**config.mk**
```make
export PLATFORM = sky130hd
export DESIGN_NAME = input_vc_unit
export DESIGN_NICKNAME = d
export VERILOG_FILES = /design/src/rtl/input_vc_unit.sv
export SDC_FILE = /design/constraint.sdc
export NUM_CORES = 1
export LEC_CHECK = 0
export ABC_AREA = 0
export CORE_MARGIN = 2
export CORE_UTILIZATION = 45
export CTS_CLUSTER_SIZE = 16
export DETAILED_ROUTE_END_ITERATION = 12
export GPL_TIMING_DRIVEN = 0
export PLACE_DENSITY = 0.73
export SLEW_MARGIN = 20
export SYNTH_ARGS = -nofsm -noshare
export SYNTH_HDL_FRONTEND = slang
export SYNTH_SLANG_ARGS = --single-unit
```
**constraint.sdc**
```tcl
create_clock -name clk -period 5.3 [get_ports clk]
set_input_delay 1.06 -clock clk [delete_from_list [all_inputs] [get_ports clk]]
set_output_delay 1.06 -clock clk [all_outputs]
set_load 0.05 [all_outputs]
```
**src/rtl/input_vc_unit.sv**
```systemverilog
// Router input port: per-VC flit FIFOs, route/switch FSM per VC,
// round-robin switch requests, credit return and protocol checks.
module input_vc_unit #(
    parameter int NUM_VCS    = 2,
    parameter int BUF_DEPTH  = 4,
    parameter int ADDR_W     = 4,
    parameter int FLIT_W     = 32,
    parameter int X_ADDR     = 0,
    parameter int Y_ADDR     = 0,
    parameter int ROUTE_MODE = 0,
    localparam int VC_W      = (NUM_VCS > 1) ? $clog2(NUM_VCS) : 1
) (
    input  logic              clk,
    input  logic              reset_n,
    input  logic              i_flit_valid,
    input  logic [FLIT_W-1:0] i_flit,
    input  logic [VC_W-1:0]   i_flit_vc,
    output logic              o_switch_req,
    output logic [2:0]        o_req_port,
    output logic [VC_W-1:0]   o_req_vc,
    input  logic              i_switch_ack,
    output logic              o_flit_valid,
    output logic [FLIT_W-1:0] o_flit,
    output logic [VC_W-1:0]   o_flit_vc,
    output logic              o_credit_valid,
    output logic [VC_W-1:0]   o_credit_vc,
    output logic              o_packet_done,
    output logic              o_proto_err,
    output logic              o_overflow
);

    localparam int AW = $clog2(BUF_DEPTH);
    localparam int PW = AW + 1;
    localparam logic [ADDR_W-1:0] XA = ADDR_W'(X_ADDR);
    localparam logic [ADDR_W-1:0] YA = ADDR_W'(Y_ADDR);
    localparam logic [2:0] P_LOCAL = 3'd0;
    localparam logic [2:0] P_NORTH = 3'd1;
    localparam logic [2:0] P_EAST  = 3'd2;
    localparam logic [2:0] P_SOUTH = 3'd3;
    localparam logic [2:0] P_WEST  = 3'd4;

    typedef enum logic [1:0] {
        S_IDLE,
        S_ROUTING,
        S_ACTIVE
    } vc_state_e;

    vc_state_e          state_q [NUM_VCS];
    vc_state_e          state_d [NUM_VCS];
    logic [2:0]         route_q [NUM_VCS];
    logic [2:0]         route_d [NUM_VCS];
    logic [PW-1:0]      rd_q    [NUM_VCS];
    logic [PW-1:0]      rd_d    [NUM_VCS];
    logic [PW-1:0]      wr_q    [NUM_VCS];
    logic [PW-1:0]      wr_d    [NUM_VCS];
    logic [FLIT_W-1:0]  mem_q   [NUM_VCS][BUF_DEPTH];
    logic [FLIT_W-1:0]  head    [NUM_VCS];

    logic [NUM_VCS-1:0] empty;
    logic [NUM_VCS-1:0] full;
    logic [NUM_VCS-1:0] elig;
    logic [NUM_VCS-1:0] bad_head;
    logic [NUM_VCS-1:0] pop;
    logic [NUM_VCS-1:0] push;

    logic [VC_W-1:0]    rr_q, rr_d;
    logic [VC_W-1:0]    win_vc, disc_vc;
    logic               found, grant, disc;

    logic               flit_valid_q, flit_valid_d;
    logic [FLIT_W-1:0]  flit_q, flit_d;
    logic [VC_W-1:0]    flit_vc_q, flit_vc_d;
    logic               credit_valid_q, credit_valid_d;
    logic [VC_W-1:0]    credit_vc_q, credit_vc_d;
    logic               done_q, done_d;
    logic               perr_q, perr_d;
    logic               ovf_q, ovf_d;

    function automatic logic is_tail(input logic [FLIT_W-1:0] f);
        return f[FLIT_W-1] == f[FLIT_W-2];
    endfunction

    // Magnitude compares via borrow bit, so constant coordinates of 0 stay clean.
    function automatic logic [2:0] route_of(
        input logic [ADDR_W-1:0] x,
        input logic [ADDR_W-1:0] y
    );
        logic [ADDR_W:0] dx, dy;
        logic            x_lt, y_lt, x_eq, y_eq;
        logic [2:0]      p;
        dx   = {1'b0, x} - {1'b0, XA};
        dy   = {1'b0, y} - {1'b0, YA};
        x_lt = dx[ADDR_W];
        y_lt = dy[ADDR_W];
        x_eq = (x == XA);
        y_eq = (y == YA);
        if (x_eq && y_eq) begin
            p = P_LOCAL;
        end else if (ROUTE_MODE == 0) begin
            if (!x_eq)     p = x_lt ? P_WEST : P_EAST;
            else           p = y_lt ? P_NORTH : P_SOUTH;
        end else begin
            if (!y_eq)     p = y_lt ? P_NORTH : P_SOUTH;
            else           p = x_lt ? P_WEST : P_EAST;
        end
        return p;
    endfunction

    always_comb begin
        for (int v = 0; v < NUM_VCS; v++) begin
            head[v]     = mem_q[v][rd_q[v][AW-1:0]];
            empty[v]    = (rd_q[v] == wr_q[v]);
            full[v]     = ((wr_q[v] - rd_q[v]) == PW'(BUF_DEPTH));
            elig[v]     = (state_q[v] == S_ACTIVE) && !empty[v];
            bad_head[v] = (state_q[v] == S_IDLE) && !empty[v]
                          && head[v][FLIT_W-1];
        end
    end

    always_comb begin
        found  = 1'b0;
        win_vc = '0;
        for (int k = 0; k < NUM_VCS; k++) begin
            if (!found && elig[(int'(rr_q) + k) % NUM_VCS]) begin
                found  = 1'b1;
                win_vc = VC_W'((int'(rr_q) + k) % NUM_VCS);
            end
        end
        grant = found && i_switch_ack;
    end

    // Discards share the credit path, so they wait for a cycle without a grant.
    always_comb begin
        disc    = 1'b0;
        disc_vc = '0;
        for (int v = NUM_VCS - 1; v >= 0; v--) begin
            if (bad_head[v] && !grant) begin
                disc    = 1'b1;
                disc_vc = VC_W'(v);
            end
        end
    end

    always_comb begin
        ovf_d = ovf_q;
        for (int v = 0; v < NUM_VCS; v++) begin
            pop[v]  = (grant && win_vc == VC_W'(v))
                      || (disc && disc_vc == VC_W'(v));
            push[v] = i_flit_valid && (i_flit_vc == VC_W'(v))
                      && (!full[v] || pop[v]);
            if (i_flit_valid && i_flit_vc == VC_W'(v) && full[v] && !pop[v])
                ovf_d = 1'b1;
            rd_d[v] = rd_q[v] + PW'(pop[v]);
            wr_d[v] = wr_q[v] + PW'(push[v]);
        end
    end

    always_comb begin
        for (int v = 0; v < NUM_VCS; v++) begin
            state_d[v] = state_q[v];
            route_d[v] = route_q[v];
            unique case (state_q[v])
                S_IDLE: begin
                    if (!empty[v] && !head[v][FLIT_W-1])
                        state_d[v] = S_ROUTING;
                end
                S_ROUTING: begin
                    route_d[v] = route_of(head[v][ADDR_W-1:0],
                                          head[v][2*ADDR_W-1:ADDR_W]);
                    state_d[v] = S_ACTIVE;
                end
                S_ACTIVE: begin
                    if (grant && win_vc == VC_W'(v) && is_tail(head[v]))
                        state_d[v] = S_IDLE;
                end
                default: state_d[v] = S_IDLE;
            endcase
        end
    end

    always_comb begin
        flit_valid_d   = grant;
        flit_d         = grant ? head[win_vc] : '0;
        flit_vc_d      = grant ? win_vc : '0;
        credit_valid_d = grant || disc;
        credit_vc_d    = grant ? win_vc : (disc ? disc_vc : '0);
        done_d         = grant && is_tail(head[win_vc]);
        perr_d         = disc;
        rr_d           = grant ? VC_W'((int'(win_vc) + 1) % NUM_VCS) : rr_q;
    end

    always_ff @(posedge clk) begin
        for (int v = 0; v < NUM_VCS; v++) begin
            if (push[v])
                mem_q[v][wr_q[v][AW-1:0]] <= i_flit;
        end
    end

    always_ff @(posedge clk or negedge reset_n) begin
        if (!reset_n) begin
            for (int v = 0; v < NUM_VCS; v++) begin
                state_q[v] <= S_IDLE;
                route_q[v] <= '0;
                rd_q[v]    <= '0;
                wr_q[v]    <= '0;
            end
            rr_q           <= '0;
            flit_valid_q   <= 1'b0;
            flit_q         <= '0;
            flit_vc_q      <= '0;
            credit_valid_q <= 1'b0;
            credit_vc_q    <= '0;
            done_q         <= 1'b0;
            perr_q         <= 1'b0;
            ovf_q          <= 1'b0;
        end else begin
            for (int v = 0; v < NUM_VCS; v++) begin
                state_q[v] <= state_d[v];
                route_q[v] <= route_d[v];
                rd_q[v]    <= rd_d[v];
                wr_q[v]    <= wr_d[v];
            end
            rr_q           <= rr_d;
            flit_valid_q   <= flit_valid_d;
            flit_q         <= flit_d;
            flit_vc_q      <= flit_vc_d;
            credit_valid_q <= credit_valid_d;
            credit_vc_q    <= credit_vc_d;
            done_q         <= done_d;
            perr_q         <= perr_d;
            ovf_q          <= ovf_d;
        end
    end

    assign o_switch_req   = found;
    assign o_req_port     = found ? route_q[win_vc] : 3'd0;
    assign o_req_vc       = win_vc;
    assign o_flit_valid   = flit_valid_q;
    assign o_flit         = flit_q;
    assign o_flit_vc      = flit_vc_q;
    assign o_credit_valid = credit_valid_q;
    assign o_credit_vc    = credit_vc_q;
    assign o_packet_done  = done_q;
    assign o_proto_err    = perr_q;
    assign o_overflow     = ovf_q;

endmodule
```
==> out/qor.yml <==
run_status:
  outcome: "complete, no violations"
synthesis:
  yosysWarnings: 0
  syn_area_mm2: 0.0118
  syn_nets: 589
  ys_types: 43
  ys_ff_latch: 316
  synth_edf_count: 256
  synth-async-reset-ratio: 0.190
  ys.flop_type: "edfxtp_1"
  avgSynthCellArea_um2: 21.8
  synthCells: 540
  ys_seq_area_frac: 0.781
cells_and_area:
  layout.nets: 730
  syn2layout_area_growth_pct: 22.2
  stdcell_count: 1041
  layout-drive-gt1-share: 0.251
  nFillCells: 1898
sta:
  setup-tns-final_ns: 0
  rsz0062_at_grt: "no"
  fin_ws_ns: 0.423
  max_clock_freq_mhz: 205
  hold_violations: 0
  relSlewSlack: 0.461
  worst_pin_slew_ns: 0.804
  maxSlewViolCount: 0
  period_share: 0.920
  period_minus_slack_ns: 4.88
  clock-skew-final_ns: 0.0120
  setup_viol: 0
floorplan:
  pin_count: 81
  fp.dieH_um: 166
  die_w_um: 166
  core_area_mm2: 0.0258
  start_util: 0.456
  num_rows: 59
  dieArea_mm2: 0.0275
placed_design:
  gp_congestion: 0.744
  portBuffers: 79
  hpwl_mm: 15.9
  dp_slack_ns: 0.103
  place_inst: 985
worst_setup_path:
  worstSetupEndpointType: "output port"
  crit_path_start_kind: "flop"
  reg2reg_slack_ns: 1.05
  required_ns: 4.24
  worstPathArrival_ns: 3.82
  reg2reg_depth: 11
  reg2reg_to: "mem_q[0][202]"
  rr_startpoint: "rd_q[4]"
  crit_fanout: 10
  path_class: "flop to output port"
global_routing:
  grt_usage: 0.177
  antenna_found_initial: 1
  grt_pass1_vias: 6138
  grt_pass1_wl_mm: 36.9
  grt_max_degree: 48
  grt-ovfl-total: 0
clock_network:
  cts_tree: "built"
  cts_setup_buffers: 0
  clockBufferDepth: 3
  htreeDepth: 1
  cts_num_sinks: 316
  insertion_delay_ns: 0.55
  clockRootBuffer: "clkbuf_16"
  clk_pin_slew_ns: 0.06
  hold_buffers: 0
  cts_buffers: 30
power:
  ir_worst_vdd_mv: 0.415
  fin_total_pwr_mw: 8.50
  powerDensity_mw_per_mm2: 591
  p_leak_nw: 5.15
routing:
  wirelength_mm: 24.1
  viasPerCell: 5.53
  route.detailed.wl_per_inst_um: 23.2
  ant_nets: 0
  dr.pass1.iters: 5
  drc_errors: 0
  vias: 5753
  drt_iter0_drc: 469
worst_hold_path:
  hp-class: "input pin to asynchronous set/reset pin"
flow_run:
  cap_violations: 0
==> worst max-delay path by stage <==
stage,endpoint,from,slack [ns]
global placement,mem_q[0][241],rd_q[4],-2.86
global route,o_req_port[1],rd_q[4],0.13
floorplan,mem_q[0][192],rd_q[4],0.26
detailed placement,o_req_port[0],rd_q[4],0.10
CTS,o_req_port[0],rd_q[4],0.02
finish,o_req_port[1],rd_q[4],0.42
==> routing by layer <==
layer  track usage  vias to the layer above  part of all wire
met2         0.317                      234              0.52
met1         0.225                     2973              0.39
met5             0                        -                 0
met3        0.0305                       46             0.065
li1              -                     2500                 -
met4        0.0480                        0             0.023
==> critical path: stages (launching register included) <==
cell,delay (ns)
dfrtp_1,0.54
clkbuf_2,0.36
clkbuf_2,0.42
inv_1,0.14
ha_1,0.32
nand2_1,0.15
o211ai_1,0.36
nand2_1,0.26
o21ai_0,0.25
dlymetal6s2s_1,0.45
==> state kept, by name (all words and copies together), names as in the netlist <==
register        flops
o_packet_done       1
rr_q                1
o_proto_err         1
o_overflow          1
wr_q                6
mem_q             256
rd_q                6
route_q             4
state_q             4
o_flit_valid        1
o_flit             32
o_flit_vc           1
o_credit_valid      1
o_credit_vc         1
==> through the flow <==
step	util	cell area, um^2	hold WS [ns]
after global placement	0.502	13000	0.464
after CTS	0.556	14400	0.381
after detailed placement	0.515	13300	0.476
final	0.557	14400	0.381
after global routing	0.557	14400	0.388
after floorplan	-	11800	0.448
==> placed cells by master, fill, tap and decap left out, types with 8 or more instances in the layout <==
cell type,synthesis,final
nor2_1,8,8
nand2_1,10,10
inv_1,11,11
buf_2,12,12
a22o_1,30,30
clkdlybuf4s50_1,0,75
edfxtp_1,256,256
mux4_2,64,64
clkbuf_16,0,31
dfrtp_1,60,60
ha_1,12,12
buf_4,1,28
==> what timing repair did <==
action | CTS | global route
gates cloned | 0 | 0
gates resized for setup | 2 | 3
endpoints found under the setup margin | 3 | 3
==> where the power goes <==
group          internal, mW  total, mW  switching [mW]  leakage [nW]
Sequential             3.16       3.34           0.182          3.09
Combinational          1.16       2.89            1.72          1.54
Clock                  1.40       2.27           0.873         0.523
Total                  5.73       8.50            2.78          5.15
==> kinds of logic after synthesis <==
group,Yosys count,share of synthesized area
adders and majority gates,12,0.0128
DFF,316,0.781
xor gates and xnor gates,10,0.00808
other,1,0.000319
and+or+nand+nor,49,0.0231
buffers and inverters,34,0.0143
muxes,67,0.125
AOI/OAI and AO/OA,51,0.0358
==> cell type report <==
class	instances	area [um^2]	share of cell area
Clock buffer	39	836	0.0581
Inverter	13	48.8	0.00339
Antenna cell	1	2.50	0.000174
Timing Repair Buffer	110	1080	0.0752
Multi-Input combinational cell	190	2450	0.170
Sequential cell	316	9190	0.639
Buffer	20	119	0.00826
Clock inverter	17	244	0.0170
Tap cell	335	419	0.0291
==> Yosys cell counts (3+ instances only) <==
| master | count | area, um^2 |
|---|---|---|
| a21o_1 | 3 | 22.5 |
| a22o_1 | 30 | 263 |
| and3_1 | 3 | 18.8 |
| buf_2 | 12 | 60.1 |
| buf_6 | 3 | 33.8 |
| clkbuf_1 | 4 | 15.0 |
| dfrtp_1 | 60 | 1500 |
| edfxtp_1 | 256 | 7690 |
| ha_1 | 12 | 150 |
| inv_1 | 11 | 41.3 |
| mux2i_1 | 3 | 30.0 |
| mux4_2 | 64 | 1440 |
| nand2_1 | 10 | 37.5 |
| nand2b_1 | 4 | 25.0 |
| nand3_1 | 5 | 25.0 |
| nor2_1 | 8 | 30.0 |
| nor2b_1 | 5 | 31.3 |
| nor3_1 | 6 | 30.0 |
| nor4_1 | 4 | 25.0 |
| xnor2_1 | 5 | 43.8 |
| xor2_1 | 4 | 35.0 |
No activity file was read; power rests on OpenSTA's default activity.
